## src/rtl/intersection_phase_scheduler.sv

```systemverilog
// intersection_phase_scheduler
//   Actuated two-road signal controller with a pedestrian walk phase.
//   Sequences NS/EW lamp heads from vehicle presence and a push-button,
//   enforcing min/max green, yellow, all-red clearance and walk dwell.
//
// Ports
//   clk                          rising-edge clock
//   rst                          synchronous active-high reset
//   ns_car, ew_car               vehicle presence (level)
//   ped_req                      pedestrian button
//   ns_red/ns_yellow/ns_green    NS lamp head (one-hot)
//   ew_red/ew_yellow/ew_green    EW lamp head (one-hot)
//   walk                         pedestrian walk lamp
//   ped_pending                  latched, unserved pedestrian request
//
// state      | meaning
// -----------+------------------------------------------------
// NS_GREEN   | NS green, EW red
// NS_YELLOW  | NS yellow, EW red
// RED_A      | all-red clearance after NS
// EW_GREEN   | EW green, NS red
// EW_YELLOW  | EW yellow, NS red
// RED_B      | all-red clearance after EW
// PED_WALK   | walk lamp on, both directions red
module intersection_phase_scheduler #(
    parameter int MIN_GREEN    = 5,
    parameter int MAX_GREEN    = 12,
    parameter int YELLOW_TIME  = 2,
    parameter int ALL_RED_TIME = 1,
    parameter int WALK_TIME    = 4
) (
    input  logic clk,
    input  logic rst,
    input  logic ns_car,
    input  logic ew_car,
    input  logic ped_req,
    output logic ns_red,
    output logic ns_yellow,
    output logic ns_green,
    output logic ew_red,
    output logic ew_yellow,
    output logic ew_green,
    output logic walk,
    output logic ped_pending
);

    localparam int TW = $clog2(MAX_GREEN + 1);

    localparam logic [TW-1:0] T_MIN    = TW'(MIN_GREEN - 1);
    localparam logic [TW-1:0] T_MAX    = TW'(MAX_GREEN - 1);
    localparam logic [TW-1:0] T_YELLOW = TW'(YELLOW_TIME - 1);
    localparam logic [TW-1:0] T_RED    = TW'(ALL_RED_TIME - 1);
    localparam logic [TW-1:0] T_WALK   = TW'(WALK_TIME - 1);

    typedef enum logic [2:0] {
        NS_GREEN  = 3'd0,
        NS_YELLOW = 3'd1,
        RED_A     = 3'd2,
        EW_GREEN  = 3'd3,
        EW_YELLOW = 3'd4,
        RED_B     = 3'd5,
        PED_WALK  = 3'd6
    } state_t;

    state_t        state;
    state_t        state_nxt;
    logic [TW-1:0] t;
    // 1: walk was entered from RED_A, so EW gets green next; 0: NS next.
    logic          last_dir;
    logic          enter_walk;

    assign enter_walk = (state_nxt == PED_WALK) && (state != PED_WALK);

    // State register, dwell timer, walk direction and pedestrian latch.
    always_ff @(posedge clk) begin
        if (rst) begin
            state       <= NS_GREEN;
            t           <= '0;
            last_dir    <= 1'b1;
            ped_pending <= 1'b0;
        end else begin
            state <= state_nxt;
            if (state_nxt != state) begin
                t <= '0;
            end else if (t != T_MAX) begin
                t <= t + TW'(1);
            end
            if (enter_walk) begin
                last_dir <= (state == RED_A);
            end
            // A press on the walk-entry edge itself survives the clear and
            // is served on the following rotation.
            ped_pending <= ped_req | (ped_pending & ~enter_walk);
        end
    end

    // Next-state logic.
    always_comb begin
        state_nxt = state;
        case (state)
            NS_GREEN: begin
                if ((t >= T_MIN) && (ew_car || ped_pending) &&
                    (!ns_car || (t == T_MAX)))
                    state_nxt = NS_YELLOW;
            end
            NS_YELLOW: begin
                if (t == T_YELLOW) state_nxt = RED_A;
            end
            RED_A: begin
                if (t == T_RED) state_nxt = ped_pending ? PED_WALK : EW_GREEN;
            end
            EW_GREEN: begin
                if ((t >= T_MIN) && (ns_car || ped_pending) &&
                    (!ew_car || (t == T_MAX)))
                    state_nxt = EW_YELLOW;
            end
            EW_YELLOW: begin
                if (t == T_YELLOW) state_nxt = RED_B;
            end
            RED_B: begin
                if (t == T_RED) state_nxt = ped_pending ? PED_WALK : NS_GREEN;
            end
            PED_WALK: begin
                if (t == T_WALK) state_nxt = last_dir ? EW_GREEN : NS_GREEN;
            end
            default: state_nxt = NS_GREEN;
        endcase
    end

    // Moore lamp decode.
    always_comb begin
        ns_red    = 1'b1;
        ns_yellow = 1'b0;
        ns_green  = 1'b0;
        ew_red    = 1'b1;
        ew_yellow = 1'b0;
        ew_green  = 1'b0;
        walk      = 1'b0;
        case (state)
            NS_GREEN:  begin ns_red = 1'b0; ns_green  = 1'b1; end
            NS_YELLOW: begin ns_red = 1'b0; ns_yellow = 1'b1; end
            EW_GREEN:  begin ew_red = 1'b0; ew_green  = 1'b1; end
            EW_YELLOW: begin ew_red = 1'b0; ew_yellow = 1'b1; end
            PED_WALK:  walk = 1'b1;
            default:   ;
        endcase
    end

endmodule

```

## config.mk

```make
export PLATFORM = sky130hd
export DESIGN_NAME = intersection_phase_scheduler
export DESIGN_NICKNAME = d
export VERILOG_FILES = /design/src/rtl/intersection_phase_scheduler.sv
export SDC_FILE = /design/constraint.sdc
export NUM_CORES = 1
export LEC_CHECK = 0
export CAP_MARGIN = 15
export CORE_MARGIN = 2
export CORE_UTILIZATION = 50
export DETAILED_ROUTE_END_ITERATION = 6
export PLACE_DENSITY_LB_ADDON = 0.25
export SETUP_SLACK_MARGIN = 0.15
export SYNTH_ARGS = -nofsm -noshare
export SYNTH_HDL_FRONTEND = slang
export SYNTH_SLANG_ARGS = --single-unit
export TNS_END_PERCENT = 10
```

## constraint.sdc

```tcl
create_clock -name clk -period 4.4 [get_ports clk]
set_input_delay 0.88 -clock clk [delete_from_list [all_inputs] [get_ports clk]]
set_output_delay 0.88 -clock clk [all_outputs]
set_load 0.01 [all_outputs]
```

# Yosys cells after proc, flatten, opt, wreduce, memory -nomap -nowiden

Cells that the tools add are included.

Reductions and logical operators: 16
Equal/unequal tests: 13
Muxes and demuxes: 18
Bitwise logic cells: 3
Add/subtract/negate cells: 1
$lt $le $gt $ge: 1

Operators with widths:

| kind                                                                  | count |
|---|---|
| 3-bit 2-to-1 mux                                                      | 9 |
| 3-bit case mux with 7 select lines                                    | 1 |
| 3-bit equality test, second input constant                            | 4 |
| 1-bit 2-to-1 mux                                                      | 7 |
| 3-bit by 2-bit equality test with 1-bit output, second input constant | 2 |
| 2-bit OR reduction                                                    | 3 |
| 1-bit logical AND                                                     | 5 |
| 4-bit by 1-bit adder with 4-bit output, second input constant         | 1 |
| 4-bit by 1-bit equality test with 1-bit output, second input constant | 1 |
| 4-bit by 2-bit equality test with 1-bit output, second input constant | 1 |
| 4-bit equality test, second input constant                            | 1 |
| 4-bit by 3-bit >= comparator with 1-bit output, second input constant | 1 |
| 4-bit zero test                                                       | 1 |
| 1-bit logical OR                                                      | 4 |
| 4-bit inequality test, second input constant                          | 1 |
| 3-bit by 1-bit equality test with 1-bit output, second input constant | 1 |
| 3-bit zero test                                                       | 1 |
| 3-bit inequality test                                                 | 1 |
| 3-bit inequality test, second input constant                          | 1 |
| 1-bit zero test                                                       | 2 |
| 2-bit 2-to-1 mux                                                      | 1 |
| 1-bit bitwise AND                                                     | 1 |
| 1-bit inverter                                                        | 1 |
| 1-bit bitwise OR                                                      | 1 |

Output and inout bits: 8
Register bits: 9
Logic and storage cells: 56

# Logic depth before layout (Yosys ltp)

Gate-level depths: netlist of run 1.

Depth after elaboration: 10
Mapped depth: 7
Depth with buffers taken out: 7

# Worst setup path before layout of run 1

Ideal clock, no wire load.

Path type: register to output
From: register state[1]
To: output ew_red
Setup slack: 2.382 ns
Cell stages (with the launch flop): 5
Arrival time: 1.138 ns
Cell sequence: dfxtp_1 buf_2 inv_1 nor3_1 nor2_1

Word-level cells in the longest chain between the ends: 3
Elaborated cells on any way between the ends: 4
Those cells by class: eq/ne: 2; mux: 1; reduce/logical: 1

Ends and longest elaborated chain:

| element                                                                               | RTL line | RTL |
|---|---|---|
| start, declared                                                                       | 65       | `state_t state;` |
| start signal, assigned                                                                | 82       | `state <= state_nxt;` |
| 3-bit by 2-bit equality test with 1-bit output or 3-bit equality test (tied branches) | 139      | `case (state)` |
| 2-bit OR reduction (no line) (*)                                                      | -        |  |
| 1-bit 2-to-1 mux (*)                                                                  | 139      |  |
| end, declared                                                                         | 40       | `output logic ew_red,` |

Mark *: on every way between the ends. The rest lies on a longest branch, timed or not.

# Final worst setup path of run 1

From: register state[0]
To: output ew_green

Word-level cells in the longest chain between the ends: 2

Ends and longest elaborated chain:

| element                                        | RTL line | RTL |
|---|---|---|
| 3-bit by 2-bit equality test with 1-bit output | 139      |  |
| 1-bit 2-to-1 mux                               | 139      |  |
| end, declared                                  | 42       | `output logic ew_green,` |

Every way passes these cells.

==> results of run 1 <==
## critical path, delay by kind of cell, from the launching register on
| family | cells | cell delay [ns] |
|---|---|---|
| buffers and inverters | 2 | 0.78 |
| DFF | 1 | 0.60 |
| and+or+nand+nor | 1 | 0.39 |
## flip-flops by register name (all words and copies together), names as in the netlist
| register | count |
|---|---|
| ped_pending | 1 |
| state | 3 |
| last_dir | 1 |
| t | 4 |
## cells by family after synthesis
kind of cell,count (synthesis),synth area share
XOR/XNOR,2,0.02487
adder cells (fa/ha/maj),3,0.05329
flip-flops,9,0.2558
AO/OA/AOI/OAI,30,0.2949
AND/OR/NAND/NOR,36,0.2842
buffers and inverters,14,0.08702
## metrics by stage
| stage | area (sq um) | power, W | worst slack [ns] | utilization | std cells |
|---|---|---|---|---|---|
| 2_1_floorplan | 704.4 | 0.0002238 | 2.382 | - | 94 |
| 3_3_place_gp | 815.8 | 0.0002695 | 1.836 | 0.6269 | 116 |
| 3_5_place_dp | 815.8 | 0.0002729 | 1.783 | 0.6269 | 116 |
| 4_1_cts | 842.1 | 0.0003362 | 1.500 | 0.6471 | 120 |
| 5_1_grt | 842.1 | 0.0003634 | 1.310 | 0.6471 | 120 |
| 6_report | 842.1 | 0.0003349 | 1.496 | 0.6471 | 120 |
## layer usage
layer,GRT usage,routed length (microns)
met4,0.1097,14
met3,0.03478,97
met5,0,0
met2,0.3250,768
met1,0.2984,776
## cell usage in the layout (no fill, tap or decap), types with 3 or more instances in the layout
cell type and instances:
clkdlybuf4s50_1 12, nor2_1 11, a21oi_1 11, inv_1 9, dfxtp_1 9, nand3_1 4, nor3b_1 3, nand2_1 3
nand2b_1 3, o21ai_0 3, ha_1 3, clkbuf_4 3
## final cells by class
cell class | instances | area, sq um | share of cell area
clock buffers | 4 | 26.28 | 0.03120
inverters | 9 | 33.78 | 0.04012
multi-input cells | 71 | 462.9 | 0.5498
flip-flops and latches | 9 | 180.2 | 0.2140
well taps | 15 | 18.77 | 0.02229
repair buffers | 12 | 120.1 | 0.1426
## path summary, 6_finish.rpt
check | start | end | depth (start not counted)
worst min-delay path | last_dir$_SDFFE_PP1P_ | last_dir$_SDFFE_PP1P_ | 2
worst min register to register | last_dir$_SDFFE_PP1P_ | last_dir$_SDFFE_PP1P_ | 2
worst max register to register | t[0]$_SDFFE_PP0N_ | t[0]$_SDFFE_PP0N_ | 7
worst max-delay path | state[0]$_SDFF_PP0_ | ew_green | 3
## report_power, final
group / internal (W) / total [W] / switching, W
Combinational: 0.0000759 / 0.000149 / 0.0000733
Sequential: 0.0000946 / 0.000124 / 0.0000292
Clock: 0.0000348 / 0.0000619 / 0.0000271
Total: 0.000205 / 0.000335 / 0.000130
==> results.cfg, run 1 <==
[timing]
worst_pin_slew_ns = 0.6531
setup_violations = 0
layout_min_cycle_time_ns = 2.904
fmax_mhz = 344.3
slew_violations = 0
whs_ns = 0.5522
slew_headroom = 0.5637
rsz0062_at_grt = no
fin_setup_tns_ns = 0
period_share = 0.6600
hold_viol = 0
finClkSkew_ns = 0.0005101

[floorplan]
initial_core_util = 0.5413
fp.coreArea_sq_um = 1301
ios = 13
die_h_microns = 41.54
die_x_microns = 41.54
core.rowCount = 13
die_area_sq_um = 1725

[final_layout]
area_growth_syn_to_layout_pct = 19.54
antenna_cells = 0
nFillCells = 126
drive_gt1_frac = 0.07619
layout.nets = 114

[power]
p_per_area_nw_per_um2 = 397.7
leakagePower_nw = 0.3211
ir_drop_uv = 249.8

[drt]
vias_per_cell = 6.075
drtAntennaViolNets = 0
wirelength_mm = 1.656
dr_total_vias = 729
wl_per_cell_microns = 13.80
drt_first_pass_iters = 4
drc = 0
drtIter0Drc = 50

[global_route]
track_usage = 0.2168
antenna_found_initial = 0
globalRoute.totalOverflow = 0
grt_pass1_vias = 657
grt_pass1_wl_mm = 2.918
grt_max_degree = 18

[placed_design]
numPortBuffers = 12
dpl.hpwl_mm = 1.232
gp_routability_congestion = 0.9332

[clock_tree]
postCtsHoldBufs = 0
cts_tree = built
cts_sinks = 9
numCtsBuffers = 3
htree_levels = 1
root_buffer = clkbuf_4
clkTransAtPathRegs_ns = 0.06
clock_latency_ns = 0.25
cts_buffer_depth = 2
post_cts_buffers = 0
cts_resized = 0

[worst_setup_path]
crit_required_ns = 3.52
path_cells = inv_1, nor3_1, clkdlybuf4s50_1
r2r_slack_ns = 2.29
max_stage_delay_ns = 0.61
crit_type = flop to output pin
crit_slowest_cell = clkdlybuf4s50_1
start_kind = flop
endpoint_kind = output pin
worstPathMaxFanout = 16
worstPathArrival_ns = 2.02

[synth]
ys_dominant_reg_cell = dfxtp_1
ys_seq_area_frac = 0.2558
synth_commonest_cells = a21oi_1 (11), nor2_1 (11), dfxtp_1 (9), inv_1 (9), nand3_1 (4)
yosysWarnings = 0
syn_nets = 102
ys_seq_elements = 9
synth_top_area_share = 0.2558
syn-cell-area_sq_um = 704.4
synthTopCellsByArea = dfxtp_1 (26%), a21oi_1 (7.8%), nor2_1 (5.9%)
synth_cell_types = 37
synth_top_cell_by_area = dfxtp_1
netlist_instances = 94
synthArstFlopShare = 0
syn_area_per_cell_sq_um = 7.494
synth_edf_count = 0

[worst_hold_path]
hp-class = flop to flop

[job]
drv_cap = 0

[run_status]
status = complete, no violations
Power figures use the tool's default switching activity.
==> inputs of run 2 (changes only) <==
- clock period: 4.4 -> 2.76 ns (I/O delays scaled with it)
==> run 2 against run 1 <==
  * Die area stayed put
  * Worst hold slack better by 0.021 ns
  * Routed wire length fell by 4.1%
  * Global-route usage shrank 2.4 points
  * Register-to-register slack got worse by 1.6 ns
  * Via count shrank 2.1%
  * Clock-buffer cell count unchanged
  * Flip-flop and latch count unchanged
  * Critical path depth unchanged
  * First-iteration DRC count fell by 46%
  * Total power is 62% higher
  * Clock skew is 0.0022 ns higher
  * Critical endpoint unchanged
  * Largest power group unchanged
==> results.cfg, run 2 (synthesis gave the netlist of run 1 again) <==
[worst_setup_path]
start_kind = flop
worstPathMaxFanout = 12
r2r_slack_ns = 0.65
crit_required_ns = 2.21
crit_type = flop to output pin
endpoint_kind = output pin
worstPathArrival_ns = 1.93

[timing]
setup_ws_ns = 0.2764
fin_setup_tns_ns = 0
finClkSkew_ns = 0.002684
hold_viol = 0
worst_pin_slew_ns = 0.5855
fmax_mhz = 402.6
slew_violations = 0
rsz0062_at_grt = no
slew_headroom = 0.5996
period_share = 0.8999
setup_violations = 0
layout_min_cycle_time_ns = 2.484
whs_ns = 0.5728

[power]
ir_drop_uv = 385.9
leakagePower_nw = 0.3264
p_int_w = 0.0003339
swShare = 0.3832
p_seq_frac = 0.333
p_per_area_nw_per_um2 = 637.2
switching_power_w = 0.0002074
pwr-share-comb = 0.486
clkPwrFrac = 0.182

[global_route]
grt_pass1_wl_mm = 2.635
track_usage = 0.1924
grt_pass1_vias = 613
antenna_found_initial = 0
grt_max_degree = 18
globalRoute.totalOverflow = 0

[floorplan]
fp.coreArea_sq_um = 1301
die_x_microns = 41.54
initial_core_util = 0.5413
die_h_microns = 41.54
ios = 13
core.rowCount = 13
die_area_sq_um = 1725

[run_status]
status = complete, no violations

[final_layout]
antenna_cells = 0
final_cell_count_no_fill = 121
multi_input_area_sq_um = 462.9
reg_top3 = t: 4 flops, state: 3 flops
layout.nets = 115
area_growth_syn_to_layout_pct = 20.60
final_cell_mix = clkdlybuf4s50_1 (12), nor2_1 (11), a21oi_1 (11), inv_1 (9), dfxtp_1 (9)
seq_area_sq_um = 180.2
regMostFlops = t
largest_reg_flops = 4
drive_gt1_frac = 0.08491
nFillCells = 116
final_common_cell = clkdlybuf4s50_1

[clock_tree]
cts_sinks = 9
clock_latency_ns = 0.25
post_cts_buffers = 0
postCtsHoldBufs = 0
clkTransAtPathRegs_ns = 0.06
cts_tree = built
root_buffer = clkbuf_4
htree_levels = 1
numCtsBuffers = 3
cts_resized = 0
cts_buffer_depth = 2

[drt]
wirelength_mm = 1.588
drtIter0Drc = 27
drc = 0
wl_per_cell_microns = 13.12
drtAntennaViolNets = 0
vias_per_cell = 5.901
drt_first_pass_iters = 4
dr_total_vias = 714

[worst_hold_path]
hp-class = flop to flop

[placed_design]
dpl.hpwl_mm = 1.202
dp_slack_ns = 0.6071
dp.cells = 117
numPortBuffers = 12
gp_routability_congestion = 0.9678

[job]
drv_cap = 0
==> run 2: cell types whose count changed in the layout (fill, tap and decap cells not counted) <==
cell | previous run | this run
buf_4 | 0 | 1
==> run 2: critical path, stage by stage (launching register included) <==
cell and delay (ns):
dfxtp_1 0.53, inv_1 0.13, nor3_1 0.40, clkdlybuf4s50_1 0.63
==> run 2: power groups by stage <==
stage | clock network, W | logic [W] | registers, W
after global routing | 0.000106 | 0.000289 | 0.000184
final | 0.0000983 | 0.000263 | 0.000180
after detailed placement | 0 | 0.000259 | 0.000182
after floorplan | 0 | 0.000185 | 0.000172
after global placement | 0 | 0.000258 | 0.000181
after CTS | 0.000100 | 0.000261 | 0.000179
==> run 2: metal layers <==
metal  part of all wire  up-vias  routed length [microns]  global-route usage
li1                   -      361                        -                   -
met1               0.49      323                      771              0.2769
met2               0.44       26                      699              0.2719
met3              0.060        4                       96             0.03043
met4              0.013        0                       20              0.1032
met5                  0        -                        0                   0
==> run 2: layout make-up <==
| type | count | area share |
|---|---|---|
| multi-input cells | 71 | 0.5449 |
| repair buffers | 13 | 0.1502 |
| clock buffers | 4 | 0.03093 |
| well taps | 15 | 0.02209 |
| inverters | 9 | 0.03976 |
| flip-flops and latches | 9 | 0.2121 |
==> run 2: final timing paths <==
kind                          from                    end  cells after the start
max            state[1]$_SDFF_PP0_               ew_green                      3
min          last_dir$_SDFFE_PP1P_  last_dir$_SDFFE_PP1P_                      2
max reg2reg      t[0]$_SDFFE_PP0N_      t[0]$_SDFFE_PP0N_                      7
min reg2reg  last_dir$_SDFFE_PP1P_  last_dir$_SDFFE_PP1P_                      2
==> run 2: metrics by stage <==
stage / area (sq um) / util / power (W)
6_report: 849.6 / 0.6529 / 0.0005413
4_1_cts: 849.6 / 0.6529 / 0.0005405
5_1_grt: 849.6 / 0.6529 / 0.0005791
3_5_place_dp: 823.3 / 0.6327 / 0.0004416
2_1_floorplan: 704.4 / - / 0.0003567
3_3_place_gp: 823.3 / 0.6327 / 0.0004389
